### src/rtl/clk_mon_pkg.sv
// Shared types and constants for the clock monitor and its users.
package clk_mon_pkg;

    localparam int unsigned CNT_W_DEF = 16;
    localparam int unsigned ERR_W     = 8;

    typedef enum logic [2:0] {
        ST_IDLE    = 3'd0,
        ST_ACQUIRE = 3'd1,
        ST_MEASURE = 3'd2,
        ST_LOCKED  = 3'd3,
        ST_LOST    = 3'd4
    } mon_state_e;

    // A period is good when it lies within tol cycles of the expected value.
    function automatic logic period_good(input int unsigned p,
                                         input int unsigned exp_div,
                                         input int unsigned tol);
        int unsigned diff;
        diff = (p >= exp_div) ? (p - exp_div) : (exp_div - p);
        return (diff <= tol);
    endfunction

endpackage

### src/rtl/sync_2ff.sv
// Two-flop synchronizer for a single asynchronous level signal.
module sync_2ff (
    input  logic clk,
    input  logic rst_n,
    input  logic d,
    output logic q
);

    logic meta;

    always_ff @(posedge clk or negedge rst_n) begin
        if (!rst_n) begin
            meta <= 1'b0;
            q    <= 1'b0;
        end else begin
            meta <= d;
            q    <= meta;
        end
    end

endmodule

### src/rtl/clock_monitor.sv
// Measures period and high time of an asynchronous divided clock against an
// expected ratio, and tracks lock, loss of clock and out-of-tolerance errors.
module clock_monitor
    import clk_mon_pkg::*;
#(
    parameter int unsigned EXP_DIV  = 2,
    parameter int unsigned TOL      = 0,
    parameter int unsigned LOCK_CNT = 4,
    parameter int unsigned TIMEOUT  = 256,
    parameter int unsigned CNT_W    = CNT_W_DEF
) (
    input  logic             clk_in,
    input  logic             rst_n,
    input  logic             clk_mon,
    input  logic             enable,
    output logic [CNT_W-1:0] period,
    output logic [CNT_W-1:0] high_time,
    output logic             period_valid,
    output logic             locked,
    output logic             lost,
    output logic             err_pulse,
    output logic [ERR_W-1:0] err_count
);

    localparam int unsigned      RUN_W   = $clog2(LOCK_CNT + 1);
    localparam logic [CNT_W-1:0] CNT_MAX = '1;
    localparam logic [ERR_W-1:0] ERR_MAX = '1;

    mon_state_e       state, state_nxt;
    logic             mon_s, mon_d, rise, fall;
    logic [CNT_W-1:0] cnt, cnt_nxt;
    logic [CNT_W-1:0] high_cap, high_cap_nxt;
    logic [CNT_W-1:0] period_nxt, high_time_nxt;
    logic [RUN_W-1:0] good_run, good_run_nxt;
    logic [ERR_W-1:0] err_count_nxt;
    logic             period_valid_nxt, err_pulse_nxt, locked_nxt, lost_nxt;
    logic             timeout, good, measuring, meas_pulse;

    sync_2ff u_sync (
        .clk   (clk_in),
        .rst_n (rst_n),
        .d     (clk_mon),
        .q     (mon_s)
    );

    // Registered edge detect on the synchronized level.
    always_ff @(posedge clk_in or negedge rst_n) begin
        if (!rst_n) begin
            mon_d <= 1'b0;
            rise  <= 1'b0;
            fall  <= 1'b0;
        end else begin
            mon_d <= mon_s;
            rise  <= mon_s & ~mon_d;
            fall  <= ~mon_s & mon_d;
        end
    end

    // cnt doubles as the period counter and the since-last-rise timeout counter.
    assign timeout    = (32'(cnt) >= TIMEOUT);
    assign good       = period_good(32'(cnt), EXP_DIV, TOL);
    assign measuring  = (state == ST_MEASURE) || (state == ST_LOCKED);
    assign meas_pulse = enable && measuring && rise && !timeout;

    always_ff @(posedge clk_in or negedge rst_n) begin
        if (!rst_n) begin
            state <= ST_IDLE;
        end else begin
            state <= state_nxt;
        end
    end

    always_comb begin
        state_nxt = state;
        if (!enable) begin
            state_nxt = ST_IDLE;
        end else begin
            case (state)
                ST_IDLE:    state_nxt = ST_ACQUIRE;
                ST_ACQUIRE: if (rise) state_nxt = ST_MEASURE;
                ST_MEASURE: begin
                    if (timeout) begin
                        state_nxt = ST_LOST;
                    end else if (meas_pulse && good &&
                                 (good_run == RUN_W'(LOCK_CNT - 1))) begin
                        state_nxt = ST_LOCKED;
                    end
                end
                ST_LOCKED: begin
                    if (timeout) begin
                        state_nxt = ST_LOST;
                    end else if (meas_pulse && !good) begin
                        state_nxt = ST_MEASURE;
                    end
                end
                ST_LOST:    if (rise) state_nxt = ST_ACQUIRE;
                default:    state_nxt = ST_IDLE;
            endcase
        end
    end

    always_comb begin
        cnt_nxt          = cnt;
        high_cap_nxt     = high_cap;
        good_run_nxt     = good_run;
        period_nxt       = period;
        high_time_nxt    = high_time;
        err_count_nxt    = err_count;
        locked_nxt       = locked;
        lost_nxt         = lost;
        period_valid_nxt = meas_pulse;
        err_pulse_nxt    = meas_pulse && !good;

        // IDLE clears the counters but leaves published results and flags alone.
        if (state_nxt == ST_IDLE) begin
            cnt_nxt      = '0;
            high_cap_nxt = '0;
            good_run_nxt = '0;
        end else begin
            locked_nxt = (state_nxt == ST_LOCKED);
            lost_nxt   = (state_nxt == ST_LOST);
            if (rise) begin
                cnt_nxt = CNT_W'(1);
            end else if (cnt != CNT_MAX) begin
                cnt_nxt = cnt + CNT_W'(1);
            end
            if (fall) begin
                high_cap_nxt = cnt;
            end
            if (meas_pulse) begin
                period_nxt    = cnt;
                high_time_nxt = high_cap;
                if (!good) begin
                    good_run_nxt = '0;
                end else if (good_run != RUN_W'(LOCK_CNT)) begin
                    good_run_nxt = good_run + RUN_W'(1);
                end
            end
            if (!((state_nxt == ST_MEASURE) || (state_nxt == ST_LOCKED))) begin
                good_run_nxt = '0;
            end
        end

        if (err_pulse_nxt && (err_count != ERR_MAX)) begin
            err_count_nxt = err_count + ERR_W'(1);
        end
    end

    always_ff @(posedge clk_in or negedge rst_n) begin
        if (!rst_n) begin
            cnt          <= '0;
            high_cap     <= '0;
            good_run     <= '0;
            period       <= '0;
            high_time    <= '0;
            err_count    <= '0;
            period_valid <= 1'b0;
            err_pulse    <= 1'b0;
            locked       <= 1'b0;
            lost         <= 1'b0;
        end else begin
            cnt          <= cnt_nxt;
            high_cap     <= high_cap_nxt;
            good_run     <= good_run_nxt;
            period       <= period_nxt;
            high_time    <= high_time_nxt;
            err_count    <= err_count_nxt;
            period_valid <= period_valid_nxt;
            err_pulse    <= err_pulse_nxt;
            locked       <= locked_nxt;
            lost         <= lost_nxt;
        end
    end

endmodule

### config.mk
export PLATFORM = sky130hd
export DESIGN_NAME = clock_monitor
export DESIGN_NICKNAME = d
export VERILOG_FILES = /design/src/rtl/clk_mon_pkg.sv /design/src/rtl/sync_2ff.sv /design/src/rtl/clock_monitor.sv
export SDC_FILE = /design/constraint.sdc
export NUM_CORES = 1
export LEC_CHECK = 0
export CORE_MARGIN = 2
export CORE_UTILIZATION = 25
export DETAILED_ROUTE_END_ITERATION = 12
export GPL_ROUTABILITY_DRIVEN = 0
export SYNTH_ARGS = -nofsm -noshare
export SYNTH_HDL_FRONTEND = slang
export SYNTH_HIERARCHICAL = 1
export SYNTH_SLANG_ARGS = --single-unit
### constraint.sdc
create_clock -name clk_in -period 4.6 [get_ports clk_in]
set_input_delay 1.15 -clock clk_in [delete_from_list [all_inputs] [get_ports clk_in]]
set_output_delay 1.15 -clock clk_in [all_outputs]
set_load 0.03 [all_outputs]
# Yosys cells after proc, flatten, opt, wreduce, memory -nomap -nowiden

Cells that the tools add are included.

Bits in writable memories: 0
Register bits after elaboration: 87
Memories: 0
Bits in latches: 0
Word-level logic and storage cells: 78
Output and inout port bits: 44
ROM bits: 0

Divide/modulo/power cells: 0
Add/subtract/negate cells: 5
Equal/unequal tests: 13
$mul: 0
Reductions and logical operators: 17
$lt $le $gt $ge: 3
Multiplexer cells: 19
Shift operators: 0
Bitwise gates (word level): 5

Operators by type and width:

| operator                | number |
|---|---|
| $mux W16                | 5 |
| $mux W3                 | 12 |
| $le A32 B1 Y1 const B   | 1 |
| $mux W32                | 1 |
| $sub A16 B2 Y17 const B | 1 |
| $sub A2 B16 Y17 const A | 1 |
| $add A16 B1 Y16 const B | 1 |
| $ge A16 B2 Y1 const B   | 1 |
| $ge A16 B9 Y1 const B   | 1 |
| $ne A16 B16 Y1 const B  | 1 |
| $eq A3 B2 Y1 const B    | 5 |
| $pmux W3 S5             | 1 |
| $add A8 B1 Y8 const B   | 1 |
| $ne A8 B8 Y1 const B    | 1 |
| $logic_and A1 B1 Y1     | 7 |
| $eq A3 B3 Y1 const B    | 2 |
| $logic_not A3 Y1        | 2 |
| $ne A3 B3 Y1 const B    | 2 |
| $ne A4 B4 Y1 const B    | 1 |
| $reduce_and A2 Y1       | 2 |
| $add A3 B1 Y3 const B   | 1 |
| $eq A3 B1 Y1 const B    | 1 |
| $not A1 Y1              | 3 |
| $reduce_bool A3 Y1      | 1 |
| other kinds (4)         | 7 |

# Longest topological paths before layout

Gate-level depths: netlist (run 1).

Word-level depth: 15
Depth in mapped cells: 9
Mapped depth without buffers: 8

# By module

The synthesis (run 1) kept the hierarchy.

Modules (own cells, without submodules):

| module        | times used | seq. area each (µm²) | cells each | area each (µm²) |
|---|---|---|---|---|
| clock_monitor | 1          | 2127.0               | 396        | 4012.6 |
| sync_2ff      | 1          | 50.0                 | 2          | 50.0 |

# Worst setup path before layout (run 1)

No wires, ideal clock.

Path type: register to register
Start point: register cnt[6]
End point: register err_count[1]
Arrival time: 2.632 ns
Buffers on the path: 2
Slack: 1.844 ns
Setup time: 0.125 ns
Cell stages (with the launch flop): 9
Cell sequence: dfrtp_1 buf_6 or4_1 buf_2 or4_4 a221oi_1 a31oi_1 nor2_1 mux2_2

Word-level cells in the longest chain between the ends: 6
Elaborated cells on any way between the ends: 11

RTL lines:

| element                                       | line                 | RTL |
|---|---|---|
| from (decl)                                   | clock_monitor.sv:31  | `logic [CNT_W-1:0] cnt, cnt_nxt;` |
| from (signal assigned)                        | clock_monitor.sv:162 | `cnt <= cnt_nxt;` |
| $sub A2 B16 Y17, or another cell as far along | clk_mon_pkg.sv:20    | `diff = (p >= exp_div) ? (p - exp_div) : (exp_div - p);` |
| $mux W32                                      | clk_mon_pkg.sv:20    |  |
| $le A32 B1 Y1                                 | clk_mon_pkg.sv:21    | `return (diff <= tol);` |
| $logic_not A1 Y1                              | --                   |  |
| $logic_and A1 B1 Y1 (*)                       | clock_monitor.sv:112 | `err_pulse_nxt = meas_pulse && !good;` |
| $logic_and A1 B1 Y1 (*)                       | clock_monitor.sv:144 | `if (err_pulse_nxt && (err_count != ERR_MAX)) begin` |
| to (signal assigned)                          | clock_monitor.sv:167 | `err_count <= err_count_nxt;` |
| to (decl)                                     | clock_monitor.sv:22  | `output logic [ERR_W-1:0] err_count` |

Every way passes the cells marked *; elsewhere a longest branch is shown, timed or not.
A chain may end at the register's enable or synchronous reset.

# Worst setup path in the final report (run 1)

Start point: register cnt[4]
End point: register err_count[1]

The elaborated chain is that of the path after synthesis.

==> results.json, run 1 <==
{
  "pwr_density_cell_nw_per_um2": 327,
  "ys_seq_elements": 87,
  "wl_um": 9270,
  "yosys-top-cells-area": "dfrtp_1, nand2_1, mux2i_1",
  "drive_gt1_share_pct": 7.29,
  "viasPerCell": 4.61,
  "startpoint_type": "flop",
  "synthFlopType": "dfrtp_1",
  "max-cap-violations": 0,
  "status": "finished clean",
  "grt_pass1_vias": 3010,
  "hold_viol": 0,
  "dr.pass1.iters": 4,
  "start_util_pct": 25.6,
  "htreeDepth": 3,
  "gr-total-overflow": 0,
  "antenna_found_initial": 0,
  "clkTransAtPathRegs_ps": 60,
  "setup_violations": 0,
  "path_delay_family": "simple AND/OR/NAND/NOR gates",
  "drt_iter0_markers": 128,
  "synth.most_common_cell": "dfrtp_1",
  "hold_class": "reg -> reg",
  "tns_ps": 0,
  "ctsResizeCount": 0,
  "die_w_um": 131,
  "finalCritPeriodShare_pct": 65.5,
  "cp.arrival_ps": 3240,
  "finalPower_w": 0.00163,
  "synth_top_area_share_pct": 53.6,
  "clock_sinks": 87,
  "postSynthAreaPerCell_um2": 10.2,
  "cp.required_ps": 4830,
  "wire_per_inst_um": 14.2,
  "ant_nets": 0,
  "slew_violations": 0,
  "grt_usage_pct": 11.1,
  "port_buffers": 47,
  "place_hpwl_um": 6320,
  "route.detailed.drc": 0,
  "clk_path_buf_depth": 2,
  "cts_hold_buffers": 0,
  "synth_cells": 398,
  "die_y_um": 131,
  "slowest_delay_ps": 640,
  "synth_largest_area_cell": "dfrtp_1",
  "synth_edf_count": 0,
  "cp_cell_sequence": "or4_1 -> or4_4 -> a221oi_1 -> a31oi_1 -> nor2_1 -> mux2_2",
  "path_max_fanout": 12,
  "register_area_um2": 2180,
  "crit_type": "reg -> reg",
  "synthArstFlopShare_pct": 100,
  "diodes": 0,
  "grt_max_degree": 88,
  "insertion_delay_ps": 340,
  "worst_slew_pin_slew_ps": 1070,
  "coreArea_um2": 15900,
  "post_cts_buffers": 0,
  "cts-root-buf": "clkbuf_16",
  "synth_seq_area_share_pct": 53.6,
  "cp_num_buf_inv": 0,
  "cpMaxStageDelayCell": "or4_1",
  "fillers": 1667,
  "pin_count": 48,
  "yosysUniqueCellTypes": 54,
  "endpoint_kind": "flop",
  "ys_warn_count": 6,
  "syn_to_final_growth_pct": 22.5,
  "vdd_drop_max_mv": 0.134,
  "nets": 448,
  "grt_pass1_wl_um": 15500,
  "synth_area_um2": 4060,
  "rsz0062_at_grt": "no",
  "synth_nets": 412,
  "numCtsBuffers": 9,
  "fmax_ghz": 0.332,
  "multi_input_area_um2": 1750,
  "synth_common_cells": "dfrtp_1, nand2_1, nor2_1",
  "vias": 3021,
  "finalClockSkew_ps": 5.82,
  "dieArea_um2": 17300,
  "timing.final.crit_period_ps": 3010,
  "cts_tree": "built",
  "relSlewSlack_pct": 28.8,
  "core.rowCount": 46,
  "leakage_nw": 2.24
}
-- sequential cells by signal (all words and copies together) (netlist names) --
name	flops
err_count	8
state	3
high_cap	16
fall	1
cnt	16
mon_d	1
locked	1
high_time	16
err_pulse	1
period_valid	1
u_sync/q	1
good_run	3
u_sync/meta	1
rise	1
period	16
lost	1
-- worst paths after layout --
| kind | from | slack, ps | cells after the start | endpoint |
|---|---|---|---|---|
| max in group asynchronous | rst_n | 2910 | 1 | err_count[1] |
| max | cnt[4] | 1590 | 6 | err_count[1] |
| min reg2reg | u_sync/meta | 350 | 0 | u_sync/q |
| min | u_sync/meta | 350 | 0 | u_sync/q |
| max reg2reg | cnt[4] | 1590 | 6 | err_count[1] |
| min in group asynchronous | rst_n | 1010 | 1 | high_time[5] |
-- kinds of logic (layout without fill, tap and decap cells) --
family | count (synthesis) | in the layout | synth area share (%)
flops | 87 | 87 | 53.6
simple gates | 183 | 183 | 21.8
compound gates | 47 | 47 | 8.62
buf+inv | 31 | 72 | 3.36
xor+xnor | 17 | 17 | 3.66
fa+ha+maj | 10 | 10 | 3.08
mux | 23 | 23 | 5.88
-- layer usage --
| metal | vias up | part of all wire, % | global-route usage, % |
|---|---|---|---|
| met5 | - | 0 | 0 |
| li1 | 1445 | - | - |
| met1 | 1512 | 48 | 14.6 |
| met3 | 9 | 2.9 | 2.51 |
| met2 | 55 | 47 | 17.7 |
| met4 | 0 | 1.6 | 4.53 |
-- power by group --
group	switching, W	internal [W]
sequential	0.0000275	0.000782
combinational	0.0000880	0.0000550
clock	0.000307	0.000365
total	0.000422	0.00120
-- metrics by stage --
step                      cells  cell area, µm²  worst slack, ps  util (%)  hold slack (ps)
after floorplan             398            4060             1840         -              331
after global placement      639            4700             1350      29.6              335
after detailed placement    639            4700             1290      29.6              337
after CTS                   655            4980             1600      31.3              352
after global routing        655            4980             1420      31.3              374
final                       655            4980             1590      31.3              349
-- placed cells by master, fill, tap and decap left out, types with 3 or more instances in the layout --
master / n
a21oi_1: 7
a31oi_1: 5
and2_1: 11
and3_1: 9
clkbuf_16: 9
clkdlybuf4s50_1: 46
clkinvlp_4: 4
dfrtp_1: 87
ha_1: 10
inv_1: 7
mux2_2: 7
mux2i_1: 16
nand2_1: 65
nand3_1: 15
nor2_1: 40
nor2b_1: 5
nor3_1: 9
nor3b_1: 4
nor4_1: 4
o2111ai_1: 4
o211ai_1: 3
o21ai_0: 11
or3_1: 4
or4_1: 3
xnor2_1: 10
xor2_1: 7
-- final cells by class --
| type | count | area share, % |
|---|---|---|
| sequential | 87 | 43.8 |
| multi-input combinational | 280 | 35.2 |
| timing repair buffer | 48 | 9.55 |
| tap | 216 | 5.43 |
| clock buffer | 9 | 4.53 |
| clock inverter | 7 | 0.981 |
| inverter | 8 | 0.603 |
Note: power is estimated with default switching activity, not from simulation.
==> run 2: changes to the inputs <==
clock period = 2.9 ns   (was 4.6 ns; I/O delays follow)
==> results.json, run 2 (synthesized netlist as in run 1, its figures left out) <==
{
  "dr.pass1.iters": 4,
  "numCtsBuffers": 9,
  "layout_commonest_cell": "dfrtp_1",
  "dieArea_um2": 17300,
  "diodes": 0,
  "place_hpwl_um": 6770,
  "nets": 468,
  "hold_viol": 0,
  "fmax_ghz": 0.363,
  "grt_pass1_wl_um": 16600,
  "wire_per_inst_um": 14.0,
  "pin_count": 48,
  "htreeDepth": 3,
  "status": "finished clean",
  "setup_violations": 0,
  "drt_iter0_markers": 121,
  "syn_to_final_growth_pct": 27.1,
  "timing.final.crit_period_ps": 2750,
  "viasPerCell": 4.53,
  "ctsResizeCount": 0,
  "gr-total-overflow": 0,
  "clock_sinks": 87,
  "die_w_um": 131,
  "leakage_nw": 2.37,
  "relSlewSlack_pct": 42.6,
  "path_max_fanout": 7,
  "route.detailed.drc": 0,
  "core.rowCount": 46,
  "port_buffers": 47,
  "worst_slew_pin_slew_ps": 862,
  "vias": 3061,
  "crit_type": "reg -> reg",
  "startpoint_type": "flop",
  "finalCritPeriodShare_pct": 95.0,
  "vdd_drop_max_mv": 0.195,
  "postLayoutCoreUtil_pct": 32.5,
  "pwr_density_cell_nw_per_um2": 519,
  "clkTransAtPathRegs_ps": 60,
  "grt_usage_pct": 11.8,
  "insertion_delay_ps": 340,
  "layout_common_cells": "dfrtp_1, nand2_1, clkdlybuf4s50_1",
  "start_util_pct": 25.6,
  "clk_path_buf_depth": 2,
  "coreArea_um2": 15900,
  "finalClockSkew_ps": 6.75,
  "post_cts_buffers": 0,
  "cp.arrival_ps": 2980,
  "tns_ps": 0,
  "grt_pass1_vias": 3171,
  "antenna_found_initial": 0,
  "drive_gt1_share_pct": 11.1,
  "fillers": 1652,
  "grt_max_degree": 52,
  "wl_um": 9470,
  "cts_tree": "built",
  "ant_nets": 0,
  "cts-root-buf": "clkbuf_16",
  "slew_violations": 0,
  "rsz0062_at_grt": "no",
  "hold_class": "in -> async",
  "cp.required_ps": 3130,
  "cts_hold_buffers": 0,
  "endpoint_kind": "flop",
  "die_y_um": 131,
  "max-cap-violations": 0
}
==> run 2: cell count changes in the layout (fill, tap and decap cells not counted) <==
| cell | before | now |
|---|---|---|
| clkbuf_1 | 0 | 1 |
| inv_6 | 1 | 0 |
| buf_4 | 2 | 21 |
| clkbuf_8 | 0 | 1 |
| clkinvlp_4 | 4 | 3 |
| bufinv_16 | 0 | 1 |
| clkinv_2 | 2 | 1 |
| buf_12 | 0 | 1 |
==> run 2: per-layer routing <==
metal | up-vias | part of all wire, % | GRT usage (%)
met5 | - | 0 | 0
met4 | 0 | 2.0 | 5.68
met3 | 15 | 3.5 | 2.39
met2 | 68 | 47 | 18.5
met1 | 1492 | 48 | 15.7
li1 | 1486 | - | -
==> run 2: worst paths after layout <==
check                      slack (ps)  cells after the start   startpoint            to
max                               150                      6       cnt[6]  err_count[1]
min                               350                      1        rst_n  high_time[6]
max reg2reg                       150                      6       cnt[6]  err_count[1]
min reg2reg                       360                      0  u_sync/meta      u_sync/q
max in group asynchronous        1910                      2        rst_n    period[14]
min in group clk_in               360                      0  u_sync/meta      u_sync/q
==> run 2: layout make-up <==
| type | count | area [µm²] | area share, % |
|---|---|---|---|
| repair buffers | 68 | 638 | 12.4 |
| flip-flops and latches | 87 | 2180 | 42.2 |
| clock buffers | 11 | 243 | 4.70 |
| well taps | 216 | 270 | 5.23 |
| inverters | 8 | 30.0 | 0.581 |
| multi-input cells | 280 | 1750 | 33.9 |
| clock inverters | 5 | 57.6 | 1.11 |
==> run 2: where the power goes <==
part	leakage (nW)	internal (W)	switching, W
Sequential	1.20	0.00124	0.0000389
Clock	0.138	0.000689	0.000471
Combinational	1.03	0.0000955	0.000146
==> run 2: through the flow <==
| step | total power, W | area, µm² | hold slack (ps) | worst slack (ps) | cells |
|---|---|---|---|---|---|
| CTS | 0.00273 | 5160 | 361 | 170 | 675 |
| detailed placement | 0.00155 | 4860 | 340 | 184 | 659 |
| finish | 0.00268 | 5160 | 347 | 146 | 675 |
| floorplan | 0.00143 | 4060 | 331 | 144 | 398 |
| global route | 0.00281 | 5160 | 371 | 25.8 | 675 |
| global placement | 0.00154 | 4860 | 334 | 249 | 659 |
==> run 2: worst max-delay path: stages (launching register included) <==
cell	delay (ps)
dfrtp_1	370
or4_1	650
or4_4	550
a221oi_1	330
a31oi_1	160
nor2_1	210
mux2_2	360
